<file path="config.mk">
export PLATFORM = sky130hd
export DESIGN_NAME = axi_master_burst_if
export DESIGN_NICKNAME = d
export VERILOG_FILES = /design/src/rtl/axi_master_burst_if.sv
export SDC_FILE = /design/constraint.sdc
export NUM_CORES = 1
export LEC_CHECK = 0
export ABC_CLOCK_PERIOD_IN_PS = 6650
export BUFFER_PORTS_ARGS = -buffer_cell sky130_fd_sc_hd__buf_2
export CAP_MARGIN = 10
export CORE_AREA = 4 4 115 199
export CTS_CLUSTER_SIZE = 8
export DETAILED_ROUTE_END_ITERATION = 12
export DIE_AREA = 0 0 119 203
export GPL_ROUTABILITY_DRIVEN = 0
export PLACE_DENSITY = 0.87
export SKIP_CTS_REPAIR_TIMING = 1
export SYNTH_ARGS = -nofsm -noshare
export SYNTH_HDL_FRONTEND = slang
export SYNTH_SLANG_ARGS = --single-unit
export TNS_END_PERCENT = 10
</file>
<file path="constraint.sdc">
create_clock -name axi_clk_in -period 6.65 [get_ports axi_clk_in]
set_clock_uncertainty 0.2 [all_clocks]
set_input_delay 1.6625 -clock axi_clk_in [delete_from_list [all_inputs] [get_ports axi_clk_in]]
set_output_delay 1.6625 -clock axi_clk_in [all_outputs]
set_load 0.02 [all_outputs]
</file>
<file path="src/rtl/axi_master_burst_if.sv">
// AXI4 master bridging a request/stream user port onto AW/W/B/AR/R channels.
// Requests are legality-checked locally; illegal ones are answered with a reject response.
module axi_master_burst_if #(
  parameter int          AXI_ADDR_WIDTH  = 32,
  parameter int          AXI_DATA_WIDTH  = 32,
  parameter int          AXI_ID_WIDTH    = 4,
  parameter int          MAX_OUTSTANDING = 4,
  parameter int          IN_ORDER        = 0,
  parameter logic [3:0]  AXI_CACHE       = 4'b0011,
  parameter logic [2:0]  AXI_PROT        = 3'b000,
  localparam int         AXI_WSTRB_WIDTH = AXI_DATA_WIDTH / 8
) (
  input  logic                       axi_clk_in,
  input  logic                       axi_rst_in,
  input  logic                       req_valid_in,
  output logic                       req_ready_out,
  input  logic                       req_write_in,
  input  logic [AXI_ADDR_WIDTH-1:0]  req_addr_in,
  input  logic [7:0]                 req_len_in,
  input  logic [2:0]                 req_size_in,
  input  logic [1:0]                 req_burst_in,
  input  logic                       wdat_valid_in,
  output logic                       wdat_ready_out,
  input  logic [AXI_DATA_WIDTH-1:0]  wdat_data_in,
  input  logic [AXI_WSTRB_WIDTH-1:0] wdat_strb_in,
  output logic                       rdat_valid_out,
  input  logic                       rdat_ready_in,
  output logic [AXI_DATA_WIDTH-1:0]  rdat_data_out,
  output logic                       rdat_last_out,
  output logic [1:0]                 rdat_resp_out,
  output logic                       resp_valid_out,
  input  logic                       resp_ready_in,
  output logic                       resp_write_out,
  output logic [1:0]                 resp_code_out,
  output logic                       resp_reject_out,
  output logic [AXI_ADDR_WIDTH-1:0]  axi_awaddr_out,
  output logic [7:0]                 axi_awlen_out,
  output logic [2:0]                 axi_awsize_out,
  output logic [1:0]                 axi_awburst_out,
  output logic [AXI_ID_WIDTH-1:0]    axi_awid_out,
  output logic [3:0]                 axi_awcache_out,
  output logic [2:0]                 axi_awprot_out,
  output logic                       axi_awvalid_out,
  input  logic                       axi_awready_in,
  output logic [AXI_DATA_WIDTH-1:0]  axi_wdata_out,
  output logic [AXI_WSTRB_WIDTH-1:0] axi_wstrb_out,
  output logic                       axi_wlast_out,
  output logic                       axi_wvalid_out,
  input  logic                       axi_wready_in,
  input  logic [AXI_ID_WIDTH-1:0]    axi_bid_in,
  input  logic [1:0]                 axi_bresp_in,
  input  logic                       axi_bvalid_in,
  output logic                       axi_bready_out,
  output logic [AXI_ADDR_WIDTH-1:0]  axi_araddr_out,
  output logic [7:0]                 axi_arlen_out,
  output logic [2:0]                 axi_arsize_out,
  output logic [1:0]                 axi_arburst_out,
  output logic [AXI_ID_WIDTH-1:0]    axi_arid_out,
  output logic [3:0]                 axi_arcache_out,
  output logic [2:0]                 axi_arprot_out,
  output logic                       axi_arvalid_out,
  input  logic                       axi_arready_in,
  input  logic [AXI_DATA_WIDTH-1:0]  axi_rdata_in,
  input  logic [AXI_ID_WIDTH-1:0]    axi_rid_in,
  input  logic [1:0]                 axi_rresp_in,
  input  logic                       axi_rlast_in,
  input  logic                       axi_rvalid_in,
  output logic                       axi_rready_out
);

  localparam int CW = $clog2(MAX_OUTSTANDING + 1);
  localparam int QW = (MAX_OUTSTANDING > 1) ? $clog2(MAX_OUTSTANDING) : 1;

  typedef enum logic {A_IDLE, A_SEND} addr_state_t;
  addr_state_t aw_state, ar_state;

  logic [CW-1:0]           wr_cnt, rd_cnt, wq_cnt;
  logic [7:0]              wq_mem [MAX_OUTSTANDING];
  logic [QW-1:0]           wq_rd, wq_wr;
  logic [7:0]              w_beat;
  logic [AXI_ID_WIDTH-1:0] aw_id_ctr, ar_id_ctr;

  // IDs are not used for routing; completions are counted per direction.
  logic unused_ids;
  assign unused_ids = ^{axi_bid_in, axi_rid_in};

  // Legality
  logic [15:0] burst_bytes, end_off;
  logic        size_ok, aligned, wrap_len_ok, legal;
  assign burst_bytes = (16'(req_len_in) + 16'd1) << req_size_in;
  assign end_off     = 16'(req_addr_in[11:0]) + burst_bytes;
  assign size_ok     = (32'd8 << req_size_in) <= 32'(AXI_DATA_WIDTH);
  assign aligned     = (req_addr_in & ~({AXI_ADDR_WIDTH{1'b1}} << req_size_in)) == '0;
  assign wrap_len_ok = (req_len_in == 8'd1) || (req_len_in == 8'd3) ||
                       (req_len_in == 8'd7) || (req_len_in == 8'd15);
  assign legal = size_ok && (req_burst_in != 2'd3) &&
                 !((req_burst_in == 2'd2) && (!wrap_len_ok || !aligned)) &&
                 !((req_burst_in == 2'd1) && (end_off > 16'd4096));

  logic dir_ok;
  always_comb begin
    dir_ok = 1'b0;
    if (req_write_in)
      dir_ok = (wr_cnt < CW'(MAX_OUTSTANDING)) && (aw_state == A_IDLE) &&
               (wq_cnt < CW'(MAX_OUTSTANDING));
    else
      dir_ok = (rd_cnt < CW'(MAX_OUTSTANDING)) && (ar_state == A_IDLE);
  end

  assign req_ready_out = !axi_rst_in &&
                         (legal ? dir_ok : (!resp_valid_out && !axi_bvalid_in));

  logic accept, reject, aw_acc, ar_acc, b_fire, r_done, w_load, w_fire, w_pop;
  assign accept = req_valid_in && req_ready_out && legal;
  assign reject = req_valid_in && req_ready_out && !legal;
  assign aw_acc = accept && req_write_in;
  assign ar_acc = accept && !req_write_in;

  assign axi_bready_out = !axi_rst_in && (!resp_valid_out || resp_ready_in);
  assign b_fire = axi_bvalid_in && axi_bready_out;

  assign rdat_valid_out = !axi_rst_in && axi_rvalid_in;
  assign rdat_data_out  = axi_rdata_in;
  assign rdat_last_out  = axi_rlast_in;
  assign rdat_resp_out  = axi_rresp_in;
  assign axi_rready_out = !axi_rst_in && rdat_ready_in;
  assign r_done = axi_rvalid_in && axi_rready_out && axi_rlast_in;

  assign w_load         = (wq_cnt != '0) && (!axi_wvalid_out || axi_wready_in);
  assign wdat_ready_out = !axi_rst_in && w_load;
  assign w_fire         = wdat_valid_in && wdat_ready_out;
  assign w_pop          = w_fire && (w_beat == wq_mem[wq_rd]);

  assign axi_awcache_out = AXI_CACHE;
  assign axi_awprot_out  = AXI_PROT;
  assign axi_arcache_out = AXI_CACHE;
  assign axi_arprot_out  = AXI_PROT;

  always_ff @(posedge axi_clk_in) begin
    if (axi_rst_in) begin
      aw_state <= A_IDLE; axi_awvalid_out <= 1'b0; aw_id_ctr <= '0;
      axi_awaddr_out <= '0; axi_awlen_out <= '0; axi_awsize_out <= '0;
      axi_awburst_out <= '0; axi_awid_out <= '0;
    end else begin
      case (aw_state)
        A_IDLE: if (aw_acc) begin
          aw_state        <= A_SEND;
          axi_awvalid_out <= 1'b1;
          axi_awaddr_out  <= req_addr_in;
          axi_awlen_out   <= req_len_in;
          axi_awsize_out  <= req_size_in;
          axi_awburst_out <= req_burst_in;
          axi_awid_out    <= (IN_ORDER != 0) ? '0 : aw_id_ctr;
          aw_id_ctr       <= aw_id_ctr + 1'b1;
        end
        A_SEND: if (axi_awready_in) begin
          aw_state        <= A_IDLE;
          axi_awvalid_out <= 1'b0;
        end
        default: aw_state <= A_IDLE;
      endcase
    end
  end

  always_ff @(posedge axi_clk_in) begin
    if (axi_rst_in) begin
      ar_state <= A_IDLE; axi_arvalid_out <= 1'b0; ar_id_ctr <= '0;
      axi_araddr_out <= '0; axi_arlen_out <= '0; axi_arsize_out <= '0;
      axi_arburst_out <= '0; axi_arid_out <= '0;
    end else begin
      case (ar_state)
        A_IDLE: if (ar_acc) begin
          ar_state        <= A_SEND;
          axi_arvalid_out <= 1'b1;
          axi_araddr_out  <= req_addr_in;
          axi_arlen_out   <= req_len_in;
          axi_arsize_out  <= req_size_in;
          axi_arburst_out <= req_burst_in;
          axi_arid_out    <= (IN_ORDER != 0) ? '0 : ar_id_ctr;
          ar_id_ctr       <= ar_id_ctr + 1'b1;
        end
        A_SEND: if (axi_arready_in) begin
          ar_state        <= A_IDLE;
          axi_arvalid_out <= 1'b0;
        end
        default: ar_state <= A_IDLE;
      endcase
    end
  end

  // Outstanding counters and beat-count queue
  always_ff @(posedge axi_clk_in) begin
    if (axi_rst_in) begin
      wr_cnt <= '0; rd_cnt <= '0; wq_cnt <= '0; wq_rd <= '0; wq_wr <= '0;
    end else begin
      if (aw_acc && !b_fire) wr_cnt <= wr_cnt + 1'b1;
      else if (!aw_acc && b_fire) wr_cnt <= wr_cnt - 1'b1;
      if (ar_acc && !r_done) rd_cnt <= rd_cnt + 1'b1;
      else if (!ar_acc && r_done) rd_cnt <= rd_cnt - 1'b1;
      if (aw_acc) begin
        wq_mem[wq_wr] <= req_len_in;
        wq_wr <= (wq_wr == QW'(MAX_OUTSTANDING - 1)) ? '0 : wq_wr + 1'b1;
      end
      if (w_pop)
        wq_rd <= (wq_rd == QW'(MAX_OUTSTANDING - 1)) ? '0 : wq_rd + 1'b1;
      if (aw_acc && !w_pop) wq_cnt <= wq_cnt + 1'b1;
      else if (!aw_acc && w_pop) wq_cnt <= wq_cnt - 1'b1;
    end
  end

  always_ff @(posedge axi_clk_in) begin
    if (axi_rst_in) begin
      axi_wvalid_out <= 1'b0; axi_wlast_out <= 1'b0; w_beat <= '0;
      axi_wdata_out <= '0; axi_wstrb_out <= '0;
    end else if (w_fire) begin
      axi_wvalid_out <= 1'b1;
      axi_wdata_out  <= wdat_data_in;
      axi_wstrb_out  <= wdat_strb_in;
      axi_wlast_out  <= w_pop;
      w_beat         <= w_pop ? '0 : w_beat + 1'b1;
    end else if (axi_wready_in) begin
      axi_wvalid_out <= 1'b0;
    end
  end

  // A B completion always wins; reject is only accepted when no B is pending.
  always_ff @(posedge axi_clk_in) begin
    if (axi_rst_in) begin
      resp_valid_out <= 1'b0; resp_write_out <= 1'b0;
      resp_code_out <= '0; resp_reject_out <= 1'b0;
    end else begin
      if (resp_valid_out && resp_ready_in) resp_valid_out <= 1'b0;
      if (b_fire) begin
        resp_valid_out <= 1'b1; resp_write_out <= 1'b1;
        resp_code_out <= axi_bresp_in; resp_reject_out <= 1'b0;
      end else if (reject) begin
        resp_valid_out <= 1'b1; resp_write_out <= req_write_in;
        resp_code_out <= 2'b10; resp_reject_out <= 1'b1;
      end
    end
  end

endmodule

</file>
Word level (Yosys, flattened, before mapping):

Memories as Yosys holds them, arrays and structs flattened. A register that Yosys moved wholly into a read port is not among the register bits.
Index checks and enable logic that the tools add are counted.

* $lt $le $gt $ge: 5
* div/mod/pow operators: 0
* reduce and logical (&&, ||, !) cells: 66
* muxes and demuxes: 36
* equality and inequality tests: 14
* $add $sub $neg: 13
* multipliers: 0
* bitwise operators: 4
* shift-type cells: 3

Operators by type and width (number)
* 32-bit bitwise AND: 1
* 32-bit by 6-bit <= comparator with 1-bit output (second input constant): 1
* 1-bit logical AND: 32
* 32-bit zero test: 1
* 32-bit NOT: 1
* 32-bit by 3-bit left shift with 32-bit output (first input constant): 1
* 4-bit by 3-bit left shift with 32-bit output (first input constant): 1
* 1-bit 2-to-1 mux: 19
* 3-bit 2-to-1 mux: 6
* 12-bit by 16-bit adder with 16-bit output: 1
* 16-bit by 13-bit > comparator with 1-bit output (second input constant): 1
* 9-bit by 3-bit left shift with 16-bit output: 1
* 1-bit zero test: 15
* 2-bit 2-to-1 mux: 6
* 2-bit inequality test (second input constant): 5
* 2-bit nonzero test: 5
* 3-bit by 1-bit adder with 3-bit output (second input constant): 3
* 8-bit by 1-bit adder with 9-bit output (second input constant): 1
* 3-bit < comparator (second input constant): 3
* 3-bit by 1-bit subtractor with 3-bit output (second input constant): 3
* 4-bit by 1-bit adder with 4-bit output (second input constant): 2
* 8-bit by 1-bit adder with 8-bit output (second input constant): 1
* 8-bit by 1-bit equality test with 1-bit output (second input constant): 1
* 8-bit by 2-bit equality test with 1-bit output (second input constant): 1
* other kinds (13): 29

* bits in latches: 0
* input port bits: 138
* memory bits (writable): 32
* flip-flop bits (word level): 174
* output and inout port bits: 197
* memories: 1
* bits in read-only memories: 0

Memories
* wq_mem: depth 4, bits a word 8, read ports 1, clocked after Yosys merged registers in 1, write ports 1, RTL line 78 `logic [7:0] wq_mem [MAX_OUTSTANDING];`

Logic depth before layout (Yosys ltp):

Gate-level depths: netlist of the first run.

* depth in word-level cells: 19
* gate-level depth with buffers: 26

Least setup slack after synthesis of the first run:

No wires, ideal clock.

* path type: input to output
* start: input req_len_in[2]
* end: output req_ready_out
* setup slack: -0.534 ns
* stages: 19
* buffers on the path: 2
* arrival: 5.321 ns
* cells stage by stage: and3_1 -> clkbuf_1 -> nand3_1 -> a21oi_1 -> nor2_1 -> a221oi_1 -> mux2i_1 -> mux2i_1 -> ha_1 -> buf_2 -> a21oi_2 -> o21ai_1 -> a2111oi_1 -> nor3_1 -> xor2_1 -> o41a_1 -> a21o_1 -> or2_0 -> a21oi_1

* cells in the longest elaborated chain, start to end: 12

RTL lines
* start: declaration: RTL line 19 `input logic [7:0] req_len_in,`
* branches (longest 9 deep; another with 12-bit by 16-bit adder with 16-bit output)
* 1-bit logical AND (*): RTL line 97 `!((req_burst_in == 2'd2) && (!wrap_len_ok || !aligned)) &&`
* 1-bit 2-to-1 mux (*): RTL line 111 `(legal ? dir_ok : (!resp_valid_out && !axi_bvalid_in));`
* 1-bit logical AND (*): RTL line 110 `assign req_ready_out = !axi_rst_in &&`
* end: declaration: RTL line 16 `output logic req_ready_out,`

Mark *: on every way between the ends.

Final worst setup path of the first run:

* start: input req_len_in[1]
* end: output req_ready_out

Same word-level chain as after synthesis.

==> results by group, run 1 <==
Outcome
  • Failing checks: setup timing
  • Status: complete, but fails checks

Critical path
  • CP peak stage delay: approximately 0.52 ns
  • Crit start category: input port
  • CP max FO: 4
  • Critical path data arrival time: ~5.4 ns
  • Critical-path top delay cell: o41a_1
  • WP data required: about 4.8 ns
  • R2r setup slk: 3.21 ns
  • Crit-path cells: buf_2, ha_4, and2_4, buf_4, nand2_1, nand2_1, a32oi_2, nor2_1, a211oi_1, a21oi_1, ha_1, a21oi_2, o21ai_4, a2111oi_4, nor3_2, xor2_1, o41a_1, a21o_1, or2_1, a21oi_2, buf_6
  • Critical Path End Type: output pin
  • WS Path Type: input port to output pin

Timing
  • Measured slew at the worst slew-check pin: 1.03 ns
  • Setup violators final: 1
  • Setup TNS: -0.633 ns
  • RSZ-0062 raised after global routing: yes
  • Final cycle utilization of the critical path: 110%
  • Tmin final: between 7 and 8 ns
  • Highest clock rate: 0.137 GHz
  • Fin worst setup slack: -0.633 ns
  • Slew Viols, Final: 0
  • Final hold violations: 0
  • Slew margin rel.: 31.5%
  • Min Hold Slack: ~0.25 ns

Clock network
  • CTS tree: built
  • Skew-Pair Late Insertion Delay: roughly 0.53 ns
  • Max clock buf depth: 3
  • Root buffer cell: clkbuf_16
  • # H-tree levels: 1
  • Clock buffers created by TritonCTS: 29
  • Reg clk slew, reported paths: 0.05 ns
  • TritonCTS Sinks: approximately 210

Routing
  • DR vias: ~8000
  • Total iterations of the first detailed-routing run: 5
  • Wire per inst: 17.9 um
  • Routed vias/inst: about 5
  • DR iter-0 viols: 360
  • Drt drc: 0
  • Detailed Route WL: 27300 um
  • Routed Antenna Nets: 0

Synthesis
  • Sequential share of the synthesized area: between 40% and 50%
  • Yosys reg bits: approximately 210
  • Synthesis Warnings: 0
  • Top post-synthesis cells by area: dfxtp_1, mux2i_1, edfxtp_1, nor2_1, a21oi_1
  • Top_reg_cell synth: dfxtp_1
  • Synth Cell Area: ~9400 sq um
  • Post-synth top area cell: dfxtp_1
  • Post-synth ARST share: 0%
  • Synth cell types: 64
  • Syn Area/Cell: a little under 10 sq um
  • Cells after Synth: slightly below 1000
  • Top cell type's share of synthesized area: approximately 38%
  • Number of flops mapped to enable cells by yosys: 32

Layout
  • Fin area: approximately 12000 sq um
  • Layout cell share with drive strength beyond 1: about a third
  • Nets: 1395
  • Area delta synth->final: 26.8%
  • Core Util, Final: a little under three fifths
  • Final Instance Count excl. Fillers: 1528

Floorplanning
  • DIE HEIGHT: 203 um
  • I/O Pins: 335
  • Die width: roughly 120 um
  • Core Rows: 71
  • Initial Util: 43.9%
  • CORE AREA: 21400 sq um
  • Die area: between 20000 and 25000 sq um

GRT
  • GR Util met3: 3.79%
  • Met1 Resource Use GR: between 20 and 25%
  • GRT busiest layer: met2
  • First-pass GRT wire length: between 40000 and 50000 um
  • Largest net degree at the start of global routing: 94
  • Total GRT Usage: between 20% and 30%
  • Vias in the first global route: slightly below 8000
  • Initial antenna violation count: 6
  • Met2 Use GR: 41.0%
  • Gr ovfl total: 0

Power and ir drop
  • Total Power: between 2 and 3 mW
  • Clock power share: between 40 and 50%
  • Int Pwr: 2.21 mW
  • Pleak: about 5.5 nW
  • NetSw: 0.699 mW
  • Power per Cell Area: between 200 and 250 nW/um^2
  • Combinational fraction of design power: between 10 and 15%
  • Max IR drop VDD: 0.163 mV
  • Sequential Power Share: approximately 45%
  • Sw frac: about a quarter

Placed design
  • Pre-CTS setup slack: -0.850 ns
  • Final HPWL DP: between 20000 and 25000 um
  • Post-Place Cell Area: approximately 11000 sq um
  • I/O Buffers: approximately 240
  • Placed Cells: approximately 1500

Job
  • Max-cap violations: 0

Min path
  • Hold Path Class: register to register
-- power groups by stage --
stage	Combinational [mW]	Clock, mW	Sequential [mW]
final	0.328	1.28	1.30
after global routing	0.355	1.37	1.30
after CTS	0.301	1.31	1.30
after detailed placement	0.299	0	1.32
after global placement	0.290	0	1.32
after floorplan	0.198	0	1.33
-- Yosys cell counts (all sizes together) (3+ instances only) --
cell / count
a21o: 4
dfxtp: 176
a211oi: 7
o211ai: 4
xor2: 19
clkbuf: 36
nand2: 99
inv: 22
nor2: 149
nand4: 7
fa: 4
nor2b: 9
xnor2: 11
mux2i: 109
o21ai: 17
and2: 8
or3: 7
a31oi: 3
nor3: 14
ha: 26
nor3b: 3
nand3: 7
nand2b: 5
edfxtp: 32
and3: 6
mux2: 3
a21oi: 77
a221oi: 3
o31ai: 3
buf: 67
mux4: 8
-- routing by layer --
| metal | part of all wire [%] | wire [um] | up-vias |
|---|---|---|---|
| li1 | - | - | 3754 |
| met1 | 35 | 9640 | 3705 |
| met5 | 0.10 | 28 | - |
| met2 | 53 | 14600 | 291 |
| met3 | 5.5 | 1510 | 117 |
| met4 | 5.7 | 1550 | 6 |
-- critical path, delay by kind of cell --
| kind | cells | cell delay, ns |
|---|---|---|
| buffers and inverters | 3 | 0.40 |
| and+or+nand+nor | 6 | 0.65 |
| xor gates and xnor gates | 1 | 0.14 |
| AOI/OAI and AO/OA | 9 | 1.99 |
| adders and majority gates | 2 | 0.54 |
-- sequential cells by signal (all words and copies together), names as in the netlist, 8 cells and up, named ones only --
signal and count:
w_beat 8, axi_awaddr_out 32, axi_wdata_out 32, axi_arlen_out 8, axi_awlen_out 8, axi_araddr_out 32
wq_mem 32
-- layout make-up --
type                       instances  area (sq um)
inverter                          23          86.3
antenna                            3          7.51
multi-input combinational        650          4430
fill                            1825          9500
sequential                       208          4480
timing repair buffer             315          1780
clock buffer                      37           756
tap                              292           365
-- kinds of logic after synthesis --
logic type,after synthesis,share of synthesized area (%)
AND/OR/NAND/NOR,320,14.5
flip-flops,208,47.7
AO/OA/AOI/OAI,136,8.90
buffers and inverters,126,7.74
multiplexers,120,13.9
adder cells (fa/ha/maj),30,4.32
XOR/XNOR,30,2.80
other,2,0.0800
-- cells in the final DEF (no fill, tap or decap), types with 4 or more instances in the layout --
master / Yosys / final
buf_2: 5 / 241
dfxtp_1: 176 / 176
nor2_1: 148 / 146
mux2i_1: 109 / 109
nand2_1: 99 / 98
a21oi_1: 76 / 70
buf_4: 50 / 70
edfxtp_1: 32 / 32
clkbuf_16: 0 / 29
ha_1: 26 / 21
inv_1: 20 / 20
xor2_1: 19 / 19
conb_1: 2 / 14
nor3_1: 14 / 12
xnor2_1: 11 / 10
o21ai_0: 13 / 9
nor2b_1: 9 / 9
mux4_2: 8 / 8
clkbuf_1: 36 / 8
or3_1: 7 / 7
nand4_1: 7 / 7
a21oi_2: 1 / 6
nand3_1: 7 / 6
nand2b_1: 5 / 5
o21ai_1: 4 / 5
and2_1: 7 / 5
a21o_1: 4 / 4
o211ai_1: 4 / 4
a211oi_1: 4 / 4
buf_6: 8 / 4
-- worst paths after layout --
kind                       end               from  cells after the start
max              req_ready_out      req_len_in[1]                     21
min          axi_wdata_out[22]  axi_wdata_out[22]                      2
max reg2reg          wq_cnt[2]           register                     12
min reg2reg  axi_wdata_out[22]  axi_wdata_out[22]                      2
(Power assumes the default switching activity.)
==> run 2, diff against run 1 <==
CTS_CLUSTER_DIAMETER = 50   (was not set)
SKIP_LAST_GASP = 1   (was not set)
==> results by group, run 2 (synthesized netlist as in run 1, its figures left out) <==
Critical path
  • Critical-path top delay cell: o41a_1 (unchanged)
  • WP data required: 4.79 ns (about the same)
  • WS Path Type: input port to output pin (unchanged)
  • Crit start category: input port (unchanged)
  • CP max FO: 6 (was 4)
  • Critical path buffers and inverters: 4 (was 3)
  • CP peak stage delay: 0.54 ns (was 0.52 ns)
  • Crit-path cells: buf_4, inv_1, ha_1, mux2_2, buf_4, nor2_2, a21oi_2, nor2_2, ha_4, a211oi_2, o21ai_2, a2111oi_4, nor3_2, xor2_1, o41a_1, a21o_1, or2_1, a21oi_2, buf_6 (was buf_2, ha_4, and2_4, buf_4, nand2_1, nand2_1, a32oi_2, nor2_1, a211oi_1, a21oi_1, ha_1, a21oi_2, o21ai_4, a2111oi_4, nor3_2, xor2_1, o41a_1, a21o_1, or2_1, a21oi_2, buf_6)
  • Critical path data arrival time: 5.43 ns (was 5.42 ns)
  • CP delay by family, top: compound AO/OA/AOI/OAI gates (unchanged)
  • Critical Path End Type: output pin (unchanged)

Power and ir drop
  • Max IR drop VDD: 0.186 mV (was 0.163 mV)
  • Sw frac: 24.5% (was 24.1%)
  • Sequential Power Share: 43.3% (was 44.7%)
  • Clock power share: 45.4% (was 44.0%)
  • NetSw: 0.733 mW (was 0.699 mW)
  • Pleak: 5.54 nW (was 5.49 nW)
  • Int Pwr: 2.26 mW (was 2.21 mW)
  • Power per Cell Area: 249 nW/um^2 (was 244 nW/um^2)
  • Combinational fraction of design power: 11.2% (was 11.3%)

Min path
  • Hold Path Class: register to register (unchanged)

GRT
  • Initial antenna violation count: 6 (unchanged)
  • Largest net degree at the start of global routing: 94 (unchanged)
  • Total GRT Usage: 21.5% (was 21.4%)
  • First-pass GRT wire length: 41400 um (was 41300 um)
  • Vias in the first global route: 7967 (was 7894)
  • Gr ovfl total: 0 (unchanged)

Outcome
  • Failing checks: setup timing (unchanged)
  • Status: complete, but fails checks (unchanged)

Layout
  • Most frequent cells in the layout: buf_2, dfxtp_1, nor2_1 (unchanged)
  • Commonest non-fill, non-tap cell in the layout: buf_2 (unchanged)
  • Fin area: 12000 sq um (was 11900 sq um)
  • Layout cell share with drive strength beyond 1: 33.2% (was 32.3%)
  • Final Instance Count excl. Fillers: 1535 (was 1528)
  • Nets: 1398 (was 1395)
  • Fillers: 1813 (was 1825)
  • Area delta synth->final: 28.0% (was 26.8%)

Clock network
  • CTS tree: built (unchanged)
  • Clock buffers created by TritonCTS: 31 (was 29)
  • Max clock buf depth: 3 (unchanged)
  • # H-tree levels: 1 (unchanged)
  • TritonCTS Sinks: 208 (unchanged)
  • Skew-Pair Late Insertion Delay: 0.55 ns (was 0.53 ns)
  • Reg clk slew, reported paths: 0.05 ns (about the same)
  • Root buffer cell: clkbuf_16 (unchanged)

Timing
  • RSZ-0062 raised after global routing: yes (unchanged)
  • Fin worst setup slack: -0.640 ns (was -0.633 ns)
  • Highest clock rate: 0.137 GHz (about the same)
  • Final hold violations: 0 (unchanged)
  • Setup TNS: -0.640 ns (was -0.633 ns)
  • Slew Viols, Final: 0 (unchanged)
  • Setup violators final: 1 (unchanged)
  • Measured slew at the worst slew-check pin: 1.04 ns (was 1.03 ns)
  • Min Hold Slack: 0.248 ns (about the same)
  • Tmin final: 7.29 ns (was 7.28 ns)
  • Final cycle utilization of the critical path: 110% (about the same)
  • Slew margin rel.: 30.7% (was 31.5%)

Floorplanning
  • Die width: 119 um (unchanged)
  • Initial Util: 43.9% (unchanged)
  • CORE AREA: 21400 sq um (unchanged)
  • I/O Pins: 335 (unchanged)
  • DIE HEIGHT: 203 um (unchanged)
  • Core Rows: 71 (unchanged)
  • Die area: 24200 sq um (unchanged)

Routing
  • DR vias: 7888 (was 7873)
  • Routed Antenna Nets: 0 (unchanged)
  • Drt drc: 0 (unchanged)
  • Wire per inst: 18.0 um (was 17.9 um)
  • Routed vias/inst: 5.14 (was 5.15)
  • DR iter-0 viols: 412 (was 360)
  • Total iterations of the first detailed-routing run: 5 (unchanged)
  • Detailed Route WL: 27600 um (was 27300 um)

Job
  • Max-cap violations: 0 (unchanged)

Placed design
  • Final HPWL DP: 20100 um (unchanged)
  • Placed Cells: 1486 (unchanged)
  • I/O Buffers: 244 (unchanged)
  • Post-Place Cell Area: 11000 sq um (unchanged)
  • Pre-CTS setup slack: -0.850 ns (unchanged)
-- run 2: cell count changes in the layout (fill, tap and decap cells not counted), moves of 2 or more --
cell and delta:
clkbuf_16 +2, clkinv_2 +3, buf_4 +2, buf_2 -2, clkbuf_1 -2
-- run 2: routing by layer --
metal	share of wire, %	GRT usage [%]
met2	52	40.2
met1	35	21.5
met5	0.076	0
met4	6.2	13.0
met3	6.9	4.15
-- run 2: power groups by stage --
stage,clock (mW),sequential (mW),combinational [mW]
finish,1.36,1.30,0.337
global placement,0,1.32,0.290
detailed placement,0,1.32,0.299
floorplan,0,1.33,0.198
global route,1.45,1.30,0.363
CTS,1.40,1.30,0.301
-- run 2: final timing paths --
| kind | startpoint | to | depth (start not counted) | slack, ns |
|---|---|---|---|---|
| worst max-delay path | req_len_in[1] | req_ready_out | 19 | -0.64 |
| worst min-delay path | axi_wdata_out[2] | axi_wdata_out[2] | 2 | 0.25 |
| worst max register to register | register | wq_cnt[2] | 12 | 3.21 |
| worst min register to register | axi_wdata_out[2] | axi_wdata_out[2] | 2 | 0.25 |
-- run 2: tightest hold or removal path, delay by kind of cell, from the launching register on --
| family | cells | cell delay (ns) |
|---|---|---|
| DFF | 1 | 0.30 |
| and+or+nand+nor | 1 | 0.05 |
| AOI/OAI and AO/OA | 1 | 0.05 |
-- run 2: cell type report --
class / count / area (sq um) / share of cell area, %
clock inverter: 5 / 32.5 / 0.271
multi-input combinational: 650 / 4460 / 37.1
sequential: 208 / 4480 / 37.3
timing repair buffer: 316 / 1790 / 14.9
tap: 292 / 365 / 3.04
antenna: 4 / 10.0 / 0.0832
clock buffer: 37 / 798 / 6.64
inverter: 23 / 86.3 / 0.718
-- run 2: metrics by stage --
| stage | utilization (%) | power [mW] |
|---|---|---|
| after floorplan | - | 1.53 |
| after global placement | 51.2 | 1.61 |
| after detailed placement | 51.2 | 1.62 |
| after CTS | 55.1 | 2.99 |
| after global routing | 56.2 | 3.11 |
| final | 56.2 | 3.00 |
==> run 3, diff against run 2 <==
SKIP_LAST_GASP = not set   (was 1)
==> results by group, run 3 (synthesized netlist as in run 1, its figures left out) <==
Clock network
  • Root buffer cell: clkbuf_16 (unchanged)
  • # H-tree levels: 1 (unchanged)
  • Skew-Pair Late Insertion Delay: 0.55 ns (about the same)
  • TritonCTS Sinks: 208 (unchanged)
  • CTS tree: built (unchanged)
  • Clock buffers created by TritonCTS: 31 (unchanged)
  • Max clock buf depth: 3 (unchanged)
  • Reg clk slew, reported paths: 0.05 ns (about the same)

Routing
  • DR iter-0 viols: 389 (was 412)
  • DR vias: 7908 (was 7888)
  • Routed Antenna Nets: 0 (unchanged)
  • Drt drc: 0 (unchanged)
  • Detailed Route WL: 27600 um (about the same)
  • Routed vias/inst: 5.15 (was 5.14)
  • Wire per inst: 18.0 um (about the same)
  • Total iterations of the first detailed-routing run: 4 (was 5)

Critical path
  • CP max FO: 6 (unchanged)
  • Crit-path cells: clkbuf_4, and3_4, and2_4, nand2_1, a32oi_2, nor2_1, a211oi_1, a21oi_1, ha_1, a21oi_2, o21ai_4, a2111oi_4, nor3_2, xor2_1, o41a_1, a21o_1, or2_1, a21oi_2, buf_6 (was buf_4, inv_1, ha_1, mux2_2, buf_4, nor2_2, a21oi_2, nor2_2, ha_4, a211oi_2, o21ai_2, a2111oi_4, nor3_2, xor2_1, o41a_1, a21o_1, or2_1, a21oi_2, buf_6)
  • Critical path data arrival time: 5.42 ns (was 5.43 ns)
  • Critical Path End Type: output pin (unchanged)
  • WP data required: 4.79 ns (about the same)
  • Critical-path top delay cell: o41a_1 (unchanged)
  • Most frequent cell on the critical path: a21oi_2
  • Crit path depth: 19 (unchanged)
  • Crit start category: input port (unchanged)
  • CP peak stage delay: 0.54 ns (about the same)
  • Critical path buffers and inverters: 2 (was 4)
  • CP delay by family, top: compound AO/OA/AOI/OAI gates (unchanged)
  • WS Path Type: input port to output pin (unchanged)
  • Worst r2r path cells: 12 (unchanged)

Timing
  • Slew margin rel.: 31.2% (was 30.7%)
  • RSZ-0062 raised after global routing: yes (unchanged)
  • Slew Viols, Final: 0 (unchanged)
  • Measured slew at the worst slew-check pin: 1.03 ns (was 1.04 ns)
  • Highest clock rate: 0.137 GHz (about the same)
  • Min Hold Slack: 0.248 ns (about the same)
  • Fin worst setup slack: -0.630 ns (was -0.640 ns)
  • Setup TNS: -0.630 ns (was -0.640 ns)
  • Tmin final: 7.28 ns (was 7.29 ns)
  • Final hold violations: 0 (unchanged)
  • Final cycle utilization of the critical path: 109% (was 110%)
  • Setup violators final: 1 (unchanged)

Floorplanning
  • CORE AREA: 21400 sq um (unchanged)
  • Die width: 119 um (unchanged)
  • DIE HEIGHT: 203 um (unchanged)
  • Die area: 24200 sq um (unchanged)
  • Initial Util: 43.9% (unchanged)
  • I/O Pins: 335 (unchanged)
  • Core Rows: 71 (unchanged)

GRT
  • Met1 Resource Use GR: 21.5% (unchanged)
  • Vias in the first global route: 7967 (unchanged)
  • Largest net degree at the start of global routing: 94 (unchanged)
  • Met2 Use GR: 40.2% (unchanged)
  • Total GRT Usage: 21.5% (unchanged)
  • Initial antenna violation count: 6 (unchanged)
  • First-pass GRT wire length: 41400 um (unchanged)
  • GRT busiest layer: met2 (unchanged)
  • GR Util met3: 4.15% (unchanged)
  • Gr ovfl total: 0 (unchanged)

Outcome
  • Status: complete, but fails checks (unchanged)
  • Failing checks: setup timing (unchanged)

Placed design
  • Placed Cells: 1486 (unchanged)
  • Post-Place Cell Area: 11000 sq um (unchanged)
  • Pre-CTS setup slack: -0.850 ns (unchanged)
  • I/O Buffers: 244 (unchanged)
  • Final HPWL DP: 20100 um (unchanged)

Layout
  • Commonest non-fill, non-tap cell in the layout: buf_2 (unchanged)
  • Area delta synth->final: 28.3% (was 28.0%)
  • Core Util, Final: 56.3% (was 56.2%)
  • Final Instance Count excl. Fillers: 1535 (unchanged)
  • Fin area: 12100 sq um (was 12000 sq um)
  • Most frequent cells in the layout: buf_2, dfxtp_1, nor2_1 (unchanged)
  • Nets: 1398 (unchanged)
  • Layout cell share with drive strength beyond 1: 33.3% (was 33.2%)

Power and ir drop
  • Power per Cell Area: 249 nW/um^2 (about the same)
  • Max IR drop VDD: 0.186 mV (about the same)
  • Total Power: 3.00 mW (about the same)
  • Pleak: 5.55 nW (was 5.54 nW)

Job
  • Max-cap violations: 0 (unchanged)

Min path
  • Hold Path Class: register to register (unchanged)
  • Hold Path Stages: 2 (unchanged)
-- run 3: final timing paths --
check                                 startpoint          endpoint  slack, ns
worst max-delay path               req_len_in[3]     req_ready_out      -0.63
worst min-delay path            axi_wdata_out[2]  axi_wdata_out[2]       0.25
worst max register to register          register         wq_cnt[2]       3.21
worst min register to register  axi_wdata_out[2]  axi_wdata_out[2]       0.25
-- run 3: worst reg2reg max path, stage by stage, from the launching register on --
cell and delay (ns):
dfxtp_1 0.69, mux4_2 0.60, xnor2_1 0.17, nand4_1 0.10, nor3_1 0.06, buf_4 0.17, inv_1 0.12, ha_1 0.19
inv_1 0.06, fa_1 0.37, xor2_1 0.16, or3_1 0.31, a21oi_1 0.15
-- run 3: area by class of cell --
cell class                      count  area, sq um
Sequential cell                   208         4480
Multi-Input combinational cell    650         4470
Tap cell                          292          365
Clock buffer                       37          798
Timing Repair Buffer              316         1800
Fill cell                        1804         9360
Antenna cell                        4         10.0
Clock inverter                      5         32.5
Inverter                           23         86.3
-- run 3: where the power goes --
| part | leakage (nW) | switching (mW) | internal (mW) | total, mW |
|---|---|---|---|---|
| registers | 1.71 | 0.00740 | 1.29 | 1.30 |
| clock network | 0.410 | 0.535 | 0.828 | 1.36 |
| logic | 3.43 | 0.192 | 0.146 | 0.339 |
-- run 3: layer usage --
metal  share of wire [%]  up-vias
li1                    -     3773
met1                  35     3676
met2                  52      328
met3                 6.2      127
met4                 6.3        4
met5               0.076        -
